File: src/rtl/led_sched_pkg.sv
// led_sched_pkg: shared definitions for the LED scheduler slice.
//   - mode encodings held in ctrl[1:0]
//   - LED-region address offsets
//   - pattern values loaded when a mode is selected
//   - engine FSM state type
package led_sched_pkg;

  typedef enum logic [1:0] {
    MODE_OFF     = 2'b00,
    MODE_BLINK   = 2'b01,
    MODE_MARQUEE = 2'b10,
    MODE_COUNTER = 2'b11
  } mode_e;

  localparam logic [1:0] ADDR_LO   = 2'b00;
  localparam logic [1:0] ADDR_CTRL = 2'b01;
  localparam logic [1:0] ADDR_HI   = 2'b10;

  localparam logic [23:0] INIT_BLINK   = 24'h000000;
  localparam logic [23:0] INIT_MARQUEE = 24'h800000;
  localparam logic [23:0] INIT_COUNTER = 24'h000000;

  typedef enum logic [1:0] {
    StIdle = 2'b00,
    StWrLo = 2'b01,
    StWrHi = 2'b10
  } state_e;

endpackage

File: src/rtl/led_prescaler.sv
// led_prescaler: free-running tick generator for the pattern engine.
// Counts 0..(DIV<<p)-1 and pulses tick for one cycle on the terminal count.
// Ports:
//   clk, rst   clock, asynchronous active-high reset
//   clear      synchronous restart from 0 (control write)
//   p          period select, interval = DIV << p cycles
//   tick       one-cycle pulse on terminal count
module led_prescaler
  import led_sched_pkg::*;
#(
  parameter int unsigned DIV   = 5_000_000,
  parameter int unsigned PRE_W = 27
) (
  input  logic       clk,
  input  logic       rst,
  input  logic       clear,
  input  logic [1:0] p,
  output logic       tick
);

  logic [PRE_W-1:0] cnt_q;
  logic [PRE_W-1:0] term;

  always_comb begin
    term = PRE_W'((DIV << p) - 32'd1);
    tick = (cnt_q == term);
  end

  always_ff @(posedge clk or posedge rst) begin
    if (rst) begin
      cnt_q <= '0;
    end else if (clear || tick) begin
      cnt_q <= '0;
    end else begin
      cnt_q <= cnt_q + 1'b1;
    end
  end

endmodule

File: src/rtl/led_scheduler.sv
// led_scheduler: shares the LED register write port between CPU IO stores and
// an autonomous pattern engine (blink, marquee, counter).
// Ports:
//   clk, rst      clock, asynchronous active-high reset
//   cpu_iowrite   CPU IO write strobe
//   cpu_ledsel    LED region selected by the IO decoder
//   cpu_addr      00 = LED[15:0], 01 = control, 10 = LED[23:16], 11 = unused
//   cpu_wdata     CPU store data (ctrl uses [5:0])
//   ledwrite/led  write strobe and select to the LED register
//   ledaddr       00 or 10 only
//   ledwdata      data to the LED register
//   eng_busy      engine FSM not idle
//   overrun       sticky, a tick was dropped while busy
// Build option: define LED_SCHED_COUNTER_EN to enable COUNTER mode; otherwise
// mode 11 behaves as OFF and no incrementer is built.
module led_scheduler
  import led_sched_pkg::*;
#(
  parameter int unsigned DIV   = 5_000_000,
  parameter int unsigned PRE_W = 27
) (
  input  logic        clk,
  input  logic        rst,
  input  logic        cpu_iowrite,
  input  logic        cpu_ledsel,
  input  logic [1:0]  cpu_addr,
  input  logic [15:0] cpu_wdata,
  output logic        ledwrite,
  output logic        led,
  output logic [1:0]  ledaddr,
  output logic [15:0] ledwdata,
  output logic        eng_busy,
  output logic        overrun
);

  logic [5:0]  ctrl_q;
  logic [23:0] pat_q, pat_d, pat_next, pat_init;
  state_e      state_q, state_d;
  logic        overrun_q, overrun_d;

  logic        cpu_sel, ctrl_wr, cpu_led_wr;
  logic        tick, run;
  mode_e       mode, new_mode;
  logic        eng_wr;
  logic [1:0]  eng_addr;
  logic [15:0] eng_data;

  assign cpu_sel    = cpu_iowrite & cpu_ledsel;
  assign ctrl_wr    = cpu_sel & (cpu_addr == ADDR_CTRL);
  assign cpu_led_wr = cpu_sel & ((cpu_addr == ADDR_LO) | (cpu_addr == ADDR_HI));
  assign mode       = mode_e'(ctrl_q[1:0]);
  assign new_mode   = mode_e'(cpu_wdata[1:0]);

  led_prescaler #(
    .DIV   (DIV),
    .PRE_W (PRE_W)
  ) u_prescaler (
    .clk   (clk),
    .rst   (rst),
    .clear (ctrl_wr),
    .p     (ctrl_q[5:4]),
    .tick  (tick)
  );

  // Modes that actually drive the engine.
  always_comb begin
`ifdef LED_SCHED_COUNTER_EN
    run = (mode != MODE_OFF);
`else
    run = (mode == MODE_BLINK) || (mode == MODE_MARQUEE);
`endif
  end

  always_comb begin
    pat_next = pat_q;
    case (mode)
      MODE_BLINK:   pat_next = ~pat_q;
      MODE_MARQUEE: pat_next = {pat_q[22:0], pat_q[23]};
`ifdef LED_SCHED_COUNTER_EN
      MODE_COUNTER: pat_next = pat_q + 24'd1;
`endif
      default:      pat_next = pat_q;
    endcase
  end

  // Pattern loaded by a control write; OFF (and disabled COUNTER) keep pat.
  always_comb begin
    pat_init = pat_q;
    case (new_mode)
      MODE_BLINK:   pat_init = INIT_BLINK;
      MODE_MARQUEE: pat_init = INIT_MARQUEE;
`ifdef LED_SCHED_COUNTER_EN
      MODE_COUNTER: pat_init = INIT_COUNTER;
`endif
      default:      pat_init = pat_q;
    endcase
  end

  always_comb begin
    state_d   = state_q;
    pat_d     = pat_q;
    overrun_d = overrun_q;
    eng_wr    = 1'b0;
    eng_addr  = ADDR_LO;
    eng_data  = '0;
    case (state_q)
      StIdle: begin
        if (run && tick) begin
          pat_d   = pat_next;
          state_d = StWrLo;
        end
      end
      StWrLo: begin
        eng_addr = ADDR_LO;
        eng_data = pat_q[15:0];
        if (!cpu_led_wr) begin
          eng_wr  = 1'b1;
          state_d = StWrHi;
        end
      end
      StWrHi: begin
        eng_addr = ADDR_HI;
        eng_data = {8'h00, pat_q[23:16]};
        if (!cpu_led_wr) begin
          eng_wr  = 1'b1;
          state_d = StIdle;
        end
      end
      default: state_d = StIdle;
    endcase
    if (tick && (state_q != StIdle)) begin
      overrun_d = 1'b1;
    end
    // Control write outranks everything the engine would do this cycle.
    if (ctrl_wr) begin
      state_d   = StIdle;
      pat_d     = pat_init;
      overrun_d = 1'b0;
      eng_wr    = 1'b0;
    end
  end

  always_ff @(posedge clk or posedge rst) begin
    if (rst) begin
      ctrl_q    <= '0;
      pat_q     <= '0;
      state_q   <= StIdle;
      overrun_q <= 1'b0;
    end else begin
      if (ctrl_wr) begin
        ctrl_q <= cpu_wdata[5:0];
      end
      pat_q     <= pat_d;
      state_q   <= state_d;
      overrun_q <= overrun_d;
    end
  end

  // Outputs are forced low while rst is held so no strobe escapes mid-reset.
  always_comb begin
    ledwrite = 1'b0;
    led      = 1'b0;
    ledaddr  = '0;
    ledwdata = '0;
    if (!rst) begin
      if (cpu_led_wr) begin
        ledwrite = 1'b1;
        led      = 1'b1;
        ledaddr  = cpu_addr;
        ledwdata = cpu_wdata;
      end else if (eng_wr) begin
        ledwrite = 1'b1;
        led      = 1'b1;
        ledaddr  = eng_addr;
        ledwdata = eng_data;
      end
    end
  end

  assign eng_busy = (state_q != StIdle);
  assign overrun  = overrun_q;

endmodule

File: config.mk
export PLATFORM = sky130hd
export DESIGN_NAME = led_scheduler
export DESIGN_NICKNAME = d
export VERILOG_FILES = /design/src/rtl/led_sched_pkg.sv /design/src/rtl/led_prescaler.sv /design/src/rtl/led_scheduler.sv
export SDC_FILE = /design/constraint.sdc
export NUM_CORES = 1
export LEC_CHECK = 0
export CAP_MARGIN = 5
export CORE_UTILIZATION = 50
export DETAILED_ROUTE_END_ITERATION = 8
export GPL_TIMING_DRIVEN = 0
export PLACE_DENSITY = 0.73
export SYNTH_ARGS = -nofsm -noshare
export SYNTH_HDL_FRONTEND = slang
export SYNTH_SLANG_ARGS = --single-unit
File: constraint.sdc
create_clock -name clk -period 5.55 [get_ports clk]
set_input_delay 0.555 -clock clk [delete_from_list [all_inputs] [get_ports clk]]
set_output_delay 0.555 -clock clk [all_outputs]
set_load 0.005 [all_outputs]
== Yosys cells after proc, flatten, opt, wreduce, memory -nomap -nowiden ==
Cells that the tools add are included.
Cells by class
  $add $sub $neg: 2
  eq/ne operators: 13
  shifts and indexed selects: 1
  muxes and demuxes: 27
  bitwise gates (word level): 5
  reduce and logical (&&, ||, !) cells: 14
Operators by type and width (number)
  24-bit one-hot mux with 2 select lines: 2
  24-bit two-way mux: 3
  16-bit two-way mux: 3
  16-bit one-hot mux with 2 select lines: 1
  27-bit by 1-bit adder with 27-bit output (second input constant): 1
  27-bit equality test: 1
  27-bit two-way mux: 1
  23-bit by 2-bit left shift with 27-bit output (first input constant): 1
  27-bit by 1-bit subtractor with 27-bit output (second input constant): 1
  24-bit inverter: 1
  2-bit two-way mux: 8
  3-bit by 2-bit != test with 1-bit output (second input constant): 3
  2-bit by 1-bit equality test with 1-bit output (second input constant): 4
  2-bit equality test (second input constant): 4
  1-bit two-way mux: 8
  2-bit nonzero test: 4
  2-bit one-hot mux with 3 select lines: 1
  2-bit zero test: 2
  4-bit AND reduction: 1
  1-bit bitwise AND: 3
  3-bit != test (second input constant): 1
  3-bit AND reduction: 1
  3-bit nonzero test: 1
  1-bit logical AND: 2
  other kinds (3): 4
Word-level totals
  register bits after elaboration: 60
  input bits: 22
  logic and storage cells: 67

== Logic depth before layout (Yosys ltp) ==
  depth in word-level cells: 9
  gate-level depth with buffers: 10
  depth with buffers taken out: 8

== Modules after synthesis ==
Synthesis repeated with hierarchy kept, for this count alone.
Second synthesis, totals
  cells, all modules: 479
  area total of the unflattened synthesis: 4201.5 µm²
By module, submodules not included
  led_scheduler: times used 1, cells an instance 295, area an instance 2509.9 µm², sequential area each 775.7 µm²
  led_prescaler: times used 1, cells an instance 184, area an instance 1691.6 µm², sequential area each 675.6 µm²

== Worst setup path before layout ==
OpenSTA, ideal clock, no wires.
  path type: reg2reg
  from: register ctrl_q[5]
  to: register pat_q[0]
  arrival time: 2.359 ns
  data required time: 5.428 ns
  setup slack: 3.068 ns
  cell stages (with the launch flop): 11
  buffers on the path: 2
  period minus slack after synthesis: 2.482 ns
  path through: dfrtp_1 -> inv_1 -> ha_1 -> nor4b_2 -> a21oi_1 -> nor4b_4 -> nand4_2 -> and2_4 -> buf_6 -> buf_6 -> o2bb2ai_2
On the way
  longest elaborated chain between the ends: 6
RTL lines
  from (decl): line led_scheduler.sv:36  | logic [5:0] ctrl_q;
  from (signal assigned): line led_scheduler.sv:151  | ctrl_q <= cpu_wdata[5:0];
  23-bit by 2-bit left shift with 27-bit output: line led_prescaler.sv:25  | term = PRE_W'((DIV << p) - 32'd1);
  27-bit by 1-bit subtractor with 27-bit output: line led_prescaler.sv:25
  27-bit equality test: line led_prescaler.sv:26  | tick = (cnt_q == term);
  1-bit logical AND: line led_scheduler.sv:108  | if (run && tick) begin
  2-bit nonzero test (no source line)
  4-bit AND reduction (no source line)
  to (signal assigned): line led_scheduler.sv:153  | pat_q <= pat_d;
  to (decl): line led_scheduler.sv:37  | logic [23:0] pat_q, pat_d, pat_next, pat_init;
No other way between the ends.
A chain may end at the register's enable or synchronous reset.

== Worst setup path after layout ==
  from: input cpu_iowrite
  to: output ledwdata[7]
On the way
  longest elaborated chain between the ends: 8
  elaborated cells on any way between the ends: 9
RTL lines
  from (decl): line led_scheduler.sv:24  | input logic cpu_iowrite,
  1-bit bitwise AND *: line led_scheduler.sv:48  | assign cpu_sel = cpu_iowrite & cpu_ledsel;
  1-bit bitwise AND: line led_scheduler.sv:50  | assign cpu_led_wr = cpu_sel & ((cpu_addr == ADDR_LO) | (cpu_addr == ADDR_HI));
  1-bit two-way mux: line led_scheduler.sv:116, led_scheduler.sv:124
  1-bit two-way mux
  1-bit two-way mux: line led_scheduler.sv:135  | if (ctrl_wr) begin
  16-bit two-way mux: line led_scheduler.sv:171  | end else if (eng_wr) begin
  16-bit two-way mux *: line led_scheduler.sv:166  | if (cpu_led_wr) begin
  16-bit two-way mux *: line led_scheduler.sv:165  | if (!rst) begin
  to (decl): line led_scheduler.sv:31  | output logic [15:0] ledwdata,
Mark *: on every way between the ends. The rest lies on a longest branch, timed or not.

==> flow_summary.json <==
{
  "status": "finished clean",
  "grt_pass1_wl_mm": 13.9,
  "yosys.area.top_type": "dfrtp_1",
  "setup_viol": 0,
  "syn2layout_area_growth_pct": 21.8,
  "ant_nets": 0,
  "yosys.cell_count.top_type": "nor2_1",
  "cts_buffer_depth": 2,
  "numClockSinks": 58,
  "netlist.area_leader.share": 0.406,
  "ys_seq_elements": 58,
  "grt-ovfl-total": 0,
  "die_x_um": 86.6,
  "antenna_cells": 0,
  "path_common_cell": "nor2_1",
  "powerDensity_nw_per_um2": 275,
  "setup-tns-final_ps": 0,
  "cts_resized": 0,
  "worst_ir_drop_vdd_v": 0.000178,
  "hp-class": "flip-flop to flip-flop",
  "place_area_um2": 4130,
  "drive_gt1_frac": 0.117,
  "synth_cells": 377,
  "vias_per_cell": 5.74,
  "wl_met3_um": 433,
  "fin_area_um2": 4360,
  "maxSlewHeadroom": 0.468,
  "max_cap_violations": 0,
  "cp_slowest_cell": "clkdlybuf4s50_1",
  "critical_path.top_delay_family": "buffers and inverters",
  "finalHoldViolations": 0,
  "insertion_delay_ps": 340,
  "leakage_nw": 1.86,
  "layout.nets": 466,
  "synth_flop_cell": "dfrtp_1",
  "track_usage": 0.239,
  "port-buffer-count": 41,
  "max_stage_delay_ps": 480,
  "syn_area_um2": 3580,
  "final_core_util": 0.634,
  "ys_seq_area_frac": 0.406,
  "dieArea_um2": 7500,
  "rsz0062_at_grt": "no",
  "dr.pass1.iters": 6,
  "cp-end-kind": "output pin",
  "cts-root-buf": "clkbuf_8",
  "vias": 3046,
  "layout_min_cycle_time_ps": 3810,
  "cts_max_level": 3,
  "drtIter0Drc": 249,
  "drv_slew": 0,
  "row_count": 30,
  "dr_wl_met2_mm": 3.83,
  "synthesis.nets": 413,
  "ys_top_cells_by_count": "74 x nor2_1, 58 x dfrtp_1, 28 x a21oi_1, 24 x xor2_1",
  "ctsHoldBuffers": 0,
  "cts_buffers": 9,
  "antenna_found_initial": 0,
  "grt_max_degree": 37,
  "initial_core_util": 0.521,
  "worst-slew-pin-transition_ps": 791,
  "worstPathArrival_ps": 3250,
  "fmax_mhz": 263,
  "avgSynthCellArea_um2": 9.49,
  "cts_tree": "yes",
  "ys_types": 46,
  "cts.clk_slew.worst_paths_ps": 60,
  "async_flop_share": 1.00,
  "routed.top_layer": "met4",
  "die_h_um": 86.6,
  "cp_num_buf_inv": 4,
  "cp-start-kind": "input pin",
  "drt_wl_total_mm": 8.27,
  "routedWlPerCell_um": 15.6,
  "ios": 44,
  "critPathKind": "input pin to output pin",
  "m1WireLength_mm": 3.88,
  "finalWeightedCongestion": 0.811,
  "synth-warning-count": 0,
  "period_share": 0.686,
  "coreArea_um2": 6870,
  "synth.area.top_cells": "dfrtp_1 41%, o2bb2ai_2 8.4%, nor2_1 7.8%",
  "place.detailed.hpwl_mm": 6.11,
  "cp_cell_sequence": "clkdlybuf4s50_1 -> nand2_1 -> nor2_1 -> nor2_1 -> and3_1 -> clkbuf_1 -> clkbuf_1 -> a222oi_1 -> nor2_1 -> clkdlybuf4s50_1",
  "grt_pass1_vias": 2910,
  "crit_required_ps": 4990,
  "postCtsSetupRepairBufs": 0,
  "worstPathMaxFanout": 10,
  "route.detailed.drc": 0,
  "synth_edf_count": 0,
  "skew_ps": 8.34
}
-- sequential cells by signal, summed over array words and instances (netlist names) --
signal / count
overrun: 1
u_prescaler.cnt_q: 27
state_q: 2
pat_q: 24
ctrl_q: 4
-- path summary, 6_finish.rpt --
kind                                       from                    end  slack [ps]  depth (start not counted)
min in group asynchronous                   rst              pat_q[12]         760                          3
max in group asynchronous                   rst              ctrl_q[1]        4230                          4
max reg2reg                           ctrl_q[5]  u_prescaler.cnt_q[20]        2540                          9
max                                 cpu_iowrite            ledwdata[7]        1740                         10
min                        u_prescaler.cnt_q[0]   u_prescaler.cnt_q[0]         470                          1
min reg2reg                u_prescaler.cnt_q[0]   u_prescaler.cnt_q[0]         470                          1
-- cell type report --
cell class / instances / area (um2)
fillers: 616 / 2510
inverters: 11 / 41.3
repair buffers: 42 / 430
flip-flops and latches: 58 / 1450
multi-input cells: 287 / 1970
clock buffers: 12 / 155
clock inverters: 4 / 73.8
plain buffers: 21 / 114
well taps: 96 / 120
-- per-layer routing --
metal | vias to the layer above | track usage
met5 | - | 0
met4 | 0 | 0.0682
met3 | 16 | 0.0514
met2 | 86 | 0.369
met1 | 1488 | 0.340
li1 | 1456 | -
-- worst register-to-register path: cells and delay by family, from the launching register on --
kind                       cells  cell delay [ps]
DFF                            1              510
and+or+nand+nor                5             1390
buffers and inverters          2              470
adders and majority gates      1              380
AOI/OAI and AO/OA              1              160
-- cells in the final DEF (no fill, tap or decap), types with 2 or more instances in the layout --
cell type and n:
a21oi_1 28, a222oi_1 8, a22oi_1 9, and3_1 11, and4_1 2, buf_2 4
buf_4 2, buf_6 3, bufinv_16 2, clkbuf_1 13, clkbuf_8 11, clkdlybuf4s50_1 41
dfrtp_1 58, ha_1 14, inv_1 10, mux2i_1 2, nand2_1 20, nand3_1 14
nand4_1 6, nand4b_1 2, nor2_1 74, nor3_1 4, nor3b_1 2, nor4_1 5
nor4bb_1 2, o21a_1 3, o21ai_0 7, o2bb2ai_2 20, or3_1 2, xnor2_1 10
xor2_1 24
-- cell families after synthesis --
family / after synthesis / synth area share
flip-flops: 58 / 0.406
buffers and inverters: 32 / 0.0434
XOR/XNOR: 34 / 0.0832
AO/OA/AOI/OAI: 84 / 0.202
AND/OR/NAND/NOR: 152 / 0.210
other: 1 / 0.00105
adder cells (fa/ha/maj): 14 / 0.0490
multiplexers: 2 / 0.00560
-- report_power, final --
group          internal (W)  switching (W)  leakage [nW]  total (W)
Sequential         0.000457      0.0000375         0.787   0.000494
Combinational      0.000107       0.000147         0.953   0.000254
Clock              0.000278       0.000173         0.117   0.000451
-- per-stage QoR --
stage | cells | worst slack, ps | hold WS [ps] | total power (W)
2_1_floorplan | 377 | 3070 | 424 | 0.000678
3_3_place_gp | 514 | 1840 | 439 | 0.000740
3_5_place_dp | 515 | 1810 | 464 | 0.000753
4_1_cts | 531 | 1790 | 474 | 0.00120
5_1_grt | 531 | 1580 | 477 | 0.00126
6_report | 531 | 1740 | 467 | 0.00120
(Power assumes the default switching activity.)
